--- config.mk ---
export PLATFORM = sky130hd
export DESIGN_NAME = axil_cfg_sequencer
export DESIGN_NICKNAME = d
export VERILOG_FILES = /design/src/rtl/axil_cfg_sequencer.sv
export SDC_FILE = /design/constraint.sdc
export NUM_CORES = 1
export LEC_CHECK = 0
export ABC_CLOCK_PERIOD_IN_PS = 2450
export CAP_MARGIN = 25
export CELL_PAD_IN_SITES_DETAIL_PLACEMENT = 0
export CELL_PAD_IN_SITES_GLOBAL_PLACEMENT = 1
export CORE_MARGIN = 8
export CORE_UTILIZATION = 44
export DETAILED_ROUTE_END_ITERATION = 10
export DONT_BUFFER_PORTS = 1
export GPL_TIMING_DRIVEN = 1
export HOLD_SLACK_MARGIN = 0.05
export PLACE_DENSITY_LB_ADDON = 0.08
export RECOVER_POWER = 25
export SLEW_MARGIN = 15
export SYNTH_ARGS = -nofsm -noshare
export SYNTH_HDL_FRONTEND = slang
export SYNTH_SLANG_ARGS = --single-unit
--- constraint.sdc ---
create_clock -name clk -period 2.45 [get_ports clk]
set_input_delay 0.1225 -clock clk [delete_from_list [all_inputs] [get_ports clk]]
set_output_delay 0.1225 -clock clk [all_outputs]
set_load 0.05 [all_outputs]
--- src/rtl/axil_cfg_sequencer.sv ---
// axil_cfg_sequencer: AXI4-Lite master that runs one queued register command at a time
// (write or read, with a pre-issue delay) and returns one response record per command.
// Optional watchdog enabled by defining LITE_SEQ_TIMEOUT_EN.
module axil_cfg_sequencer #(
    parameter int C_S_AXI_DATA_WIDTH = 32,
    parameter int C_S_AXI_ADDR_WIDTH = 9,
    parameter int DELAY_WIDTH        = 16,
    parameter int TIMEOUT_CYCLES     = 1024
) (
    input  logic                              clk,
    input  logic                              rst_n,
    input  logic                              cmd_valid,
    output logic                              cmd_ready,
    input  logic                              cmd_write,
    input  logic [C_S_AXI_ADDR_WIDTH-3:0]     cmd_addr,
    input  logic [C_S_AXI_DATA_WIDTH-1:0]     cmd_data,
    input  logic [DELAY_WIDTH-1:0]            cmd_delay,
    output logic                              rsp_valid,
    output logic [C_S_AXI_DATA_WIDTH-1:0]     rsp_data,
    output logic [1:0]                        rsp_resp,
    output logic                              rsp_timeout,
    output logic                              busy,
    output logic                              M_AXI_AWVALID,
    input  logic                              M_AXI_AWREADY,
    output logic [C_S_AXI_ADDR_WIDTH-1:0]     M_AXI_AWADDR,
    output logic [2:0]                        M_AXI_AWPROT,
    output logic                              M_AXI_WVALID,
    input  logic                              M_AXI_WREADY,
    output logic [C_S_AXI_DATA_WIDTH-1:0]     M_AXI_WDATA,
    output logic [C_S_AXI_DATA_WIDTH/8-1:0]   M_AXI_WSTRB,
    input  logic                              M_AXI_BVALID,
    output logic                              M_AXI_BREADY,
    input  logic [1:0]                        M_AXI_BRESP,
    output logic                              M_AXI_ARVALID,
    input  logic                              M_AXI_ARREADY,
    output logic [C_S_AXI_ADDR_WIDTH-1:0]     M_AXI_ARADDR,
    output logic [2:0]                        M_AXI_ARPROT,
    input  logic                              M_AXI_RVALID,
    output logic                              M_AXI_RREADY,
    input  logic [C_S_AXI_DATA_WIDTH-1:0]     M_AXI_RDATA,
    input  logic [1:0]                        M_AXI_RRESP
);
    localparam int DW = C_S_AXI_DATA_WIDTH;
    localparam int WW = $clog2(TIMEOUT_CYCLES + 1);
`ifdef LITE_SEQ_TIMEOUT_EN
    localparam bit TMO_EN = 1'b1;
`else
    localparam bit TMO_EN = 1'b0;
`endif

    typedef enum logic [2:0] {IDLE, DELAY, WR_REQ, WR_RESP, RD_REQ, RD_RESP, DONE} state_t;

    state_t                        state, state_nx;
    logic                          rdy_q, wr_q, aw_done, w_done, tmo_q, tmo_hit, active;
    logic [C_S_AXI_ADDR_WIDTH-3:0] addr_q;
    logic [DW-1:0]                 data_q, rdata_q;
    logic [DELAY_WIDTH-1:0]        cnt_q;
    logic [1:0]                    resp_q;
    logic [WW-1:0]                 wd_q;

    assign active       = (state == WR_REQ) || (state == WR_RESP) || (state == RD_REQ) || (state == RD_RESP);
    assign M_AXI_WSTRB  = '1;
    assign M_AXI_AWPROT = 3'b000;
    assign M_AXI_ARPROT = 3'b000;

    // State register
    always_ff @(posedge clk) begin
        if (!rst_n) state <= IDLE;
        else        state <= state_nx;
    end

    // Next-state selection, watchdog abort and all state-derived outputs
    always_comb begin
        state_nx = state;
        tmo_hit  = 1'b0;
        case (state)
            IDLE:    if (cmd_valid && rdy_q) state_nx = (cmd_delay != '0) ? DELAY : (cmd_write ? WR_REQ : RD_REQ);
            DELAY:   if (cnt_q <= DELAY_WIDTH'(1)) state_nx = wr_q ? WR_REQ : RD_REQ;
            WR_REQ:  if ((aw_done || M_AXI_AWREADY) && (w_done || M_AXI_WREADY)) state_nx = WR_RESP;
            WR_RESP: if (M_AXI_BVALID) state_nx = DONE;
            RD_REQ:  if (M_AXI_ARREADY) state_nx = RD_RESP;
            RD_RESP: if (M_AXI_RVALID) state_nx = DONE;
            DONE:    state_nx = IDLE;
            default: state_nx = IDLE;
        endcase
        if (TMO_EN && active && state_nx == state && wd_q == WW'(TIMEOUT_CYCLES - 1)) begin
            tmo_hit  = 1'b1;
            state_nx = DONE;
        end
        cmd_ready     = (state == IDLE) && rdy_q;
        busy          = state != IDLE;
        M_AXI_AWVALID = (state == WR_REQ) && !aw_done;
        M_AXI_WVALID  = (state == WR_REQ) && !w_done;
        M_AXI_AWADDR  = ((state == WR_REQ) && !aw_done) ? {addr_q, 2'b00} : '0;
        M_AXI_WDATA   = ((state == WR_REQ) && !w_done) ? data_q : '0;
        M_AXI_BREADY  = state == WR_RESP;
        M_AXI_ARVALID = state == RD_REQ;
        M_AXI_ARADDR  = (state == RD_REQ) ? {addr_q, 2'b00} : '0;
        M_AXI_RREADY  = state == RD_RESP;
        rsp_valid     = state == DONE;
        rsp_data      = (state == DONE) ? rdata_q : '0;
        rsp_resp      = (state == DONE) ? resp_q : 2'b00;
        rsp_timeout   = TMO_EN && (state == DONE) && tmo_q;
    end

    // Command latch, delay countdown, per-channel completion flags and response capture
    always_ff @(posedge clk) begin
        if (!rst_n) begin
            rdy_q   <= 1'b0;
            wr_q    <= 1'b0;
            addr_q  <= '0;
            data_q  <= '0;
            cnt_q   <= '0;
            aw_done <= 1'b0;
            w_done  <= 1'b0;
            rdata_q <= '0;
            resp_q  <= 2'b00;
            tmo_q   <= 1'b0;
        end else begin
            rdy_q <= 1'b1;
            if (state == IDLE && cmd_valid && rdy_q) begin
                wr_q    <= cmd_write;
                addr_q  <= cmd_addr;
                data_q  <= cmd_data;
                cnt_q   <= cmd_delay;
                aw_done <= 1'b0;
                w_done  <= 1'b0;
                rdata_q <= '0;
                resp_q  <= 2'b00;
                tmo_q   <= 1'b0;
            end
            if (state == DELAY) cnt_q <= cnt_q - DELAY_WIDTH'(1);
            if (state == WR_REQ) begin
                aw_done <= aw_done | M_AXI_AWREADY;
                w_done  <= w_done | M_AXI_WREADY;
            end
            if (state == WR_RESP && M_AXI_BVALID) resp_q <= M_AXI_BRESP;
            if (state == RD_RESP && M_AXI_RVALID) begin
                rdata_q <= M_AXI_RDATA;
                resp_q  <= M_AXI_RRESP;
            end
            if (tmo_hit) begin
                tmo_q   <= 1'b1;
                resp_q  <= 2'b10;
                rdata_q <= '0;
            end
        end
    end

    // Watchdog: counts cycles spent in one bus state, restarting on every state change
    always_ff @(posedge clk) begin
        if (!rst_n || state_nx != state || !active) wd_q <= '0;
        else                                        wd_q <= wd_q + WW'(1);
    end
endmodule
# After elaboration in Yosys (flattened, before gate mapping)
# Index checks and enable logic that the tools add are counted.
# classes
add_sub_neg	1
magnitude_cmp	1
n_eq_ne	12
muxes	26
bitwise	2
n_reduce_logical	21
# ops
op	count
$mux 32	4
$mux 16	2
$mux 3	9
$mux 9	2
$pmux 3 s6	1
$le 16x1->1 const B	1
$reduce_bool 16->1	1
$sub 16x1->16 const B	1
$eq 3x3->1 const B	3
$logic_and 1x1->1	9
$mux 2	4
$ne 2x2->1 const B	4
$eq 3x2->1 const B	2
$reduce_and 6->1	1
$reduce_bool 2->1	3
$reduce_bool 3->1	2
$mux 1	4
$ne 2x1->1 const B	2
$eq 3x1->1 const B	1
$logic_not 3->1	1
$logic_not 1->1	2
$logic_or 1x1->1	2
$or 1x1->1	2
# word_totals
reg_bits	96
input_bits	100

# Depth between registers and ports, before layout
# depth
ltp_word	6
depth_mapped	7
mapped_depth_nobuf	7

# Worst setup path before layout
# No wires, ideal clock.
# synth_timing
path_kind	register to output
startpoint	reg state[2]
endpoint	out rsp_data[23]
t_arrival_ps	2157
t_required_ps	2328
setup_slack_ps	170
stages_incl_launch_ff	6
n_path_buf	2
cell_sequence	dfxtp_1 > clkbuf_1 > nand2_1 > nor2_1 > clkbuf_1 > and2_1
# synth_via
elab_chain_cells	2
# synth_lines
element	line	rtl
start: declaration	53	state_t state, state_nx;
start signal: assignment	69	else state <= state_nx;
$eq 3x3->1	--	
net rsp_valid	18	output logic rsp_valid,
$mux 32	101	rsp_data = (state == DONE) ? rdata_q : '0;
end: declaration	19	output logic [C_S_AXI_DATA_WIDTH-1:0] rsp_data,
# The timed path passes the listed nets, and every way through them passes these cells.

# Worst setup path after layout
# layout_timing
startpoint	reg state[1]
endpoint	reg resp_q[1]
# layout_via
elab_chain_cells	4
# layout_lines
element	line	rtl
$eq 3x2->1 / $logic_not 3->1 (equally long branches)	137, 121	
$logic_and 1x1->1, on equally long branches	137, 121	
$mux 2 / $logic_and 1x1->1 (equally long branches)	137, 121	
$mux 2 / $reduce_bool 3->1 (equally long branches)	--	
end signal: assignment	137	if (state == WR_RESP && M_AXI_BVALID) resp_q <= M_AXI_BRESP;
end signal: assignment	140	resp_q <= M_AXI_RRESP;
end signal: assignment	144	resp_q <= 2'b10;
end: declaration	58	logic [1:0] resp_q;
# Parallel ways exist; a longest one is shown, timed or not.
# A chain may end at the register's enable or synchronous reset.

==> metrics.txt <==
final-report max-slew violation count=0; cell family with most CP delay=buffers and inverters; final estimated routing congestion in global placement=0.827; number of stages on the worst hold path=2; post-synthesis adder-cell area fraction=0.00539; setup repair after global routing missed its margin=no; worst setup slack for register-to-register paths=0.21 ns; fraction of layout cells with a size suffix above 1=0.145; clock buffer count from CTS=9; delay of the slowest cell on the worst path=0.57 ns; worst-case headroom to the max-slew limit=0.496; width of the chip=119 um; netlist area before placement=4640 sq um; share of the yosys chip area belonging to registers=0.414; area of the core region=10,300 sq um; list of cells traversed by the critical path=nor2b_1, and2_0, nand2_1, buf_4, nor2_1, a311oi_1, dlygate4sd3_1; Static Leakage=2.55 nW; TritonCTS clock tree=done; placed cells=771; CTS clock-pin slew for the worst setup and hold paths=0.09 ns; path category of the worst min-delay check=input port to flop; via count=4,627; antenna violations before repair=0; detailed placement HPWL=10,200 um; Iter 0 DRT Violations=302; post-synthesis instance total=606; Syn. warnings=0; leading register cell type out of synthesis=sky130_fd_sc_hd__dfxtp_1; measured slew at the worst slew-check pin=0.748 ns; outcome=finished clean; row count=37; DR DRC count=0; critical path fanouts, max=36; FF+latch count, synth=96; most common library cell in the layout ignoring fill and taps=sky130_fd_sc_hd__nand2_1; number of maximum-capacitance violations=0; die area=14,100 sq um; Max stage delay cell, worst path=sky130_fd_sc_hd__dlygate4sd3_1; post-synthesis to final-layout area growth=42.3%; hold violation count in the final report=0; storage element area=1930 sq um; final-layout fill cell count=887; final setup violating endpoints=0; vertical die dimension=119 um; footprint of the multi-input gates=2430 sq um; mux contribution to synthesized area=0; simple-gate share of the synthesized area=0.342; number of global-route vias before repair=4,683; period utilization=0.915; first-pass GRT wire length=23,800 um; worst vdd rail ir drop=0.401 mV; average wire length per cell after detail routing=16.9 um; required time of the critical path=2.76 ns; port buffer count=0; insertion delay to the later sink of the worst-skew pair=0.36 ns; startpoint-to-endpoint class of the critical path=flop to flop; post-synthesis average cell area=7.66 sq um; WL final=14,900 um; vias per inst=5.24; fraction of registers with async set or reset after synthesis=0; Setup Fix Bufs, Post-CTS=0; kind of capture point of the worst setup path=flop; Achievable Freq=0.446 GHz; worst flop-to-flop path startpoint=state[1]; total global routing overflow=0; # clock sinks=96; distinct cell type count of the synthesized netlist=50; total negative slack=0 ns; H-tree Lvls=3; maximum number of pins on one net before global-route repair=57; Final #Nets=843; most used cells in the layout excluding fill and tap cells=sky130_fd_sc_hd__nand2_1, sky130_fd_sc_hd__dlygate4sd3_1, sky130_fd_sc_hd__a21oi_1; path depth of the worst reg2reg path=7; Initial DRT Pass Iterations=4; worst-case clock skew=0.0109 ns; Reg2Reg Capture Point=resp_q[1]; launch instance of the worst min-delay path=rst_n; total power divided by cell area=729 nW/um^2; Starting Density=0.451; Boundary Pins=203; main combinational cell family by area after synthesis=simple AND/OR/NAND/NOR gates; share of the synthesized area in compound gates (AO/OA/AOI/OAI)=0.162; library cell used as clock root buffer=sky130_fd_sc_hd__clkbuf_8; xor/xnor cell area share of the yosys netlist=0; critical path arrival=2.55 ns; fin crit period=2.24 ns; GRT Overall Usage=0.204; number of buffers on the longest clock path=2; ANT nets after route=0; Critical Path Source Type=flop; buffering stage count on the worst path with inverters included=2; capture endpoint of the worst hold path=cnt_q[3]; final non-filler cell total=883; cell depth of the worst setup path=7; number of enable-type register cells in the synthesized netlist=0
## power by group
part           switching (mW)  total [mW]  internal, mW
clock network           0.554        1.08         0.528
logic                    1.08        1.73         0.656
registers               0.226        2.00          1.77
total                    1.86        4.81          2.95
## cell type report
class	instances	share of cell area
Clock inverter	4	0.00796
Timing Repair Buffer	169	0.279
Inverter	8	0.00455
Tap cell	136	0.0258
Antenna cell	1	0.000379
Sequential cell	96	0.292
Clock buffer	12	0.0235
Multi-Input combinational cell	457	0.367
## Yosys cell counts (3+ instances only)
master | n | area, sq um
sky130_fd_sc_hd__nand2b_1 | 3 | 18.8
sky130_fd_sc_hd__nor2_1 | 22 | 82.6
sky130_fd_sc_hd__a21oi_1 | 94 | 470
sky130_fd_sc_hd__buf_2 | 9 | 45.0
sky130_fd_sc_hd__buf_1 | 4 | 15.0
sky130_fd_sc_hd__inv_1 | 8 | 30.0
sky130_fd_sc_hd__clkbuf_1 | 26 | 97.6
sky130_fd_sc_hd__nor4_1 | 6 | 37.5
sky130_fd_sc_hd__nand3_1 | 38 | 190
sky130_fd_sc_hd__o211ai_1 | 5 | 37.5
sky130_fd_sc_hd__a31oi_1 | 6 | 37.5
sky130_fd_sc_hd__a22oi_1 | 5 | 37.5
sky130_fd_sc_hd__nor3b_1 | 3 | 22.5
sky130_fd_sc_hd__or4_1 | 3 | 22.5
sky130_fd_sc_hd__or3_1 | 5 | 31.3
sky130_fd_sc_hd__and3_1 | 10 | 62.6
sky130_fd_sc_hd__buf_4 | 16 | 120
sky130_fd_sc_hd__and2_1 | 78 | 488
sky130_fd_sc_hd__nand2_1 | 128 | 480
sky130_fd_sc_hd__dfxtp_1 | 96 | 1920
## registers in the layout, indices dropped and copies added (netlist names)
register,cells
rdy_q,1
rdata_q,32
cnt_q,16
wr_q,1
w_done,1
state,3
addr_q,7
aw_done,1
data_q,32
resp_q,2
## metrics by stage
step                      hold slack, ns  setup slack, ns  instance area [sq um]   util  total power [mW]
after floorplan                    0.150            0.170                   4690      -              3.26
after global placement             0.151            0.493                   5460  0.531              3.60
after detailed placement           0.151            0.437                   5460  0.531              3.64
after CTS                         0.0870           0.0335                   6620  0.644              4.86
after global routing               0.129           0.0590                   6600  0.642              5.12
final                              0.101            0.209                   6600  0.642              4.81
## kinds of logic after synthesis
family,count (synthesis)
buffers and inverters,66
AO/OA/AOI/OAI,129
AND/OR/NAND/NOR,311
other,2
adder cells (fa/ha/maj),2
flip-flops,96
## worst max-delay path by stage
stage	start	end	slack, ns
after CTS	state[1]	resp_q[1]	0.03
after detailed placement	state[2]	cnt_q[12]	0.44
after floorplan	state[2]	rsp_data[23]	0.17
after global routing	state[1]	resp_q[0]	0.06
after global placement	state[2]	cnt_q[12]	0.49
final	state[1]	resp_q[1]	0.21
## what timing repair did
action | in CTS | in global routing
resized for setup | 0 | 3
endpoints found under the hold margin | 93 | 0
endpoints found under the setup margin | 0 | 36
hold buffers | 95 | 0
## metal layers
layer | track usage | vias up | part of all wire | wire length, um
met5 | 0 | - | 0 | 0
met4 | 0.0925 | 0 | 0.027 | 408
met3 | 0.0662 | 29 | 0.080 | 1190
met2 | 0.329 | 177 | 0.47 | 6950
met1 | 0.242 | 2130 | 0.43 | 6380
li1 | - | 2291 | - | -
No activity file was read; power rests on OpenSTA's default activity.
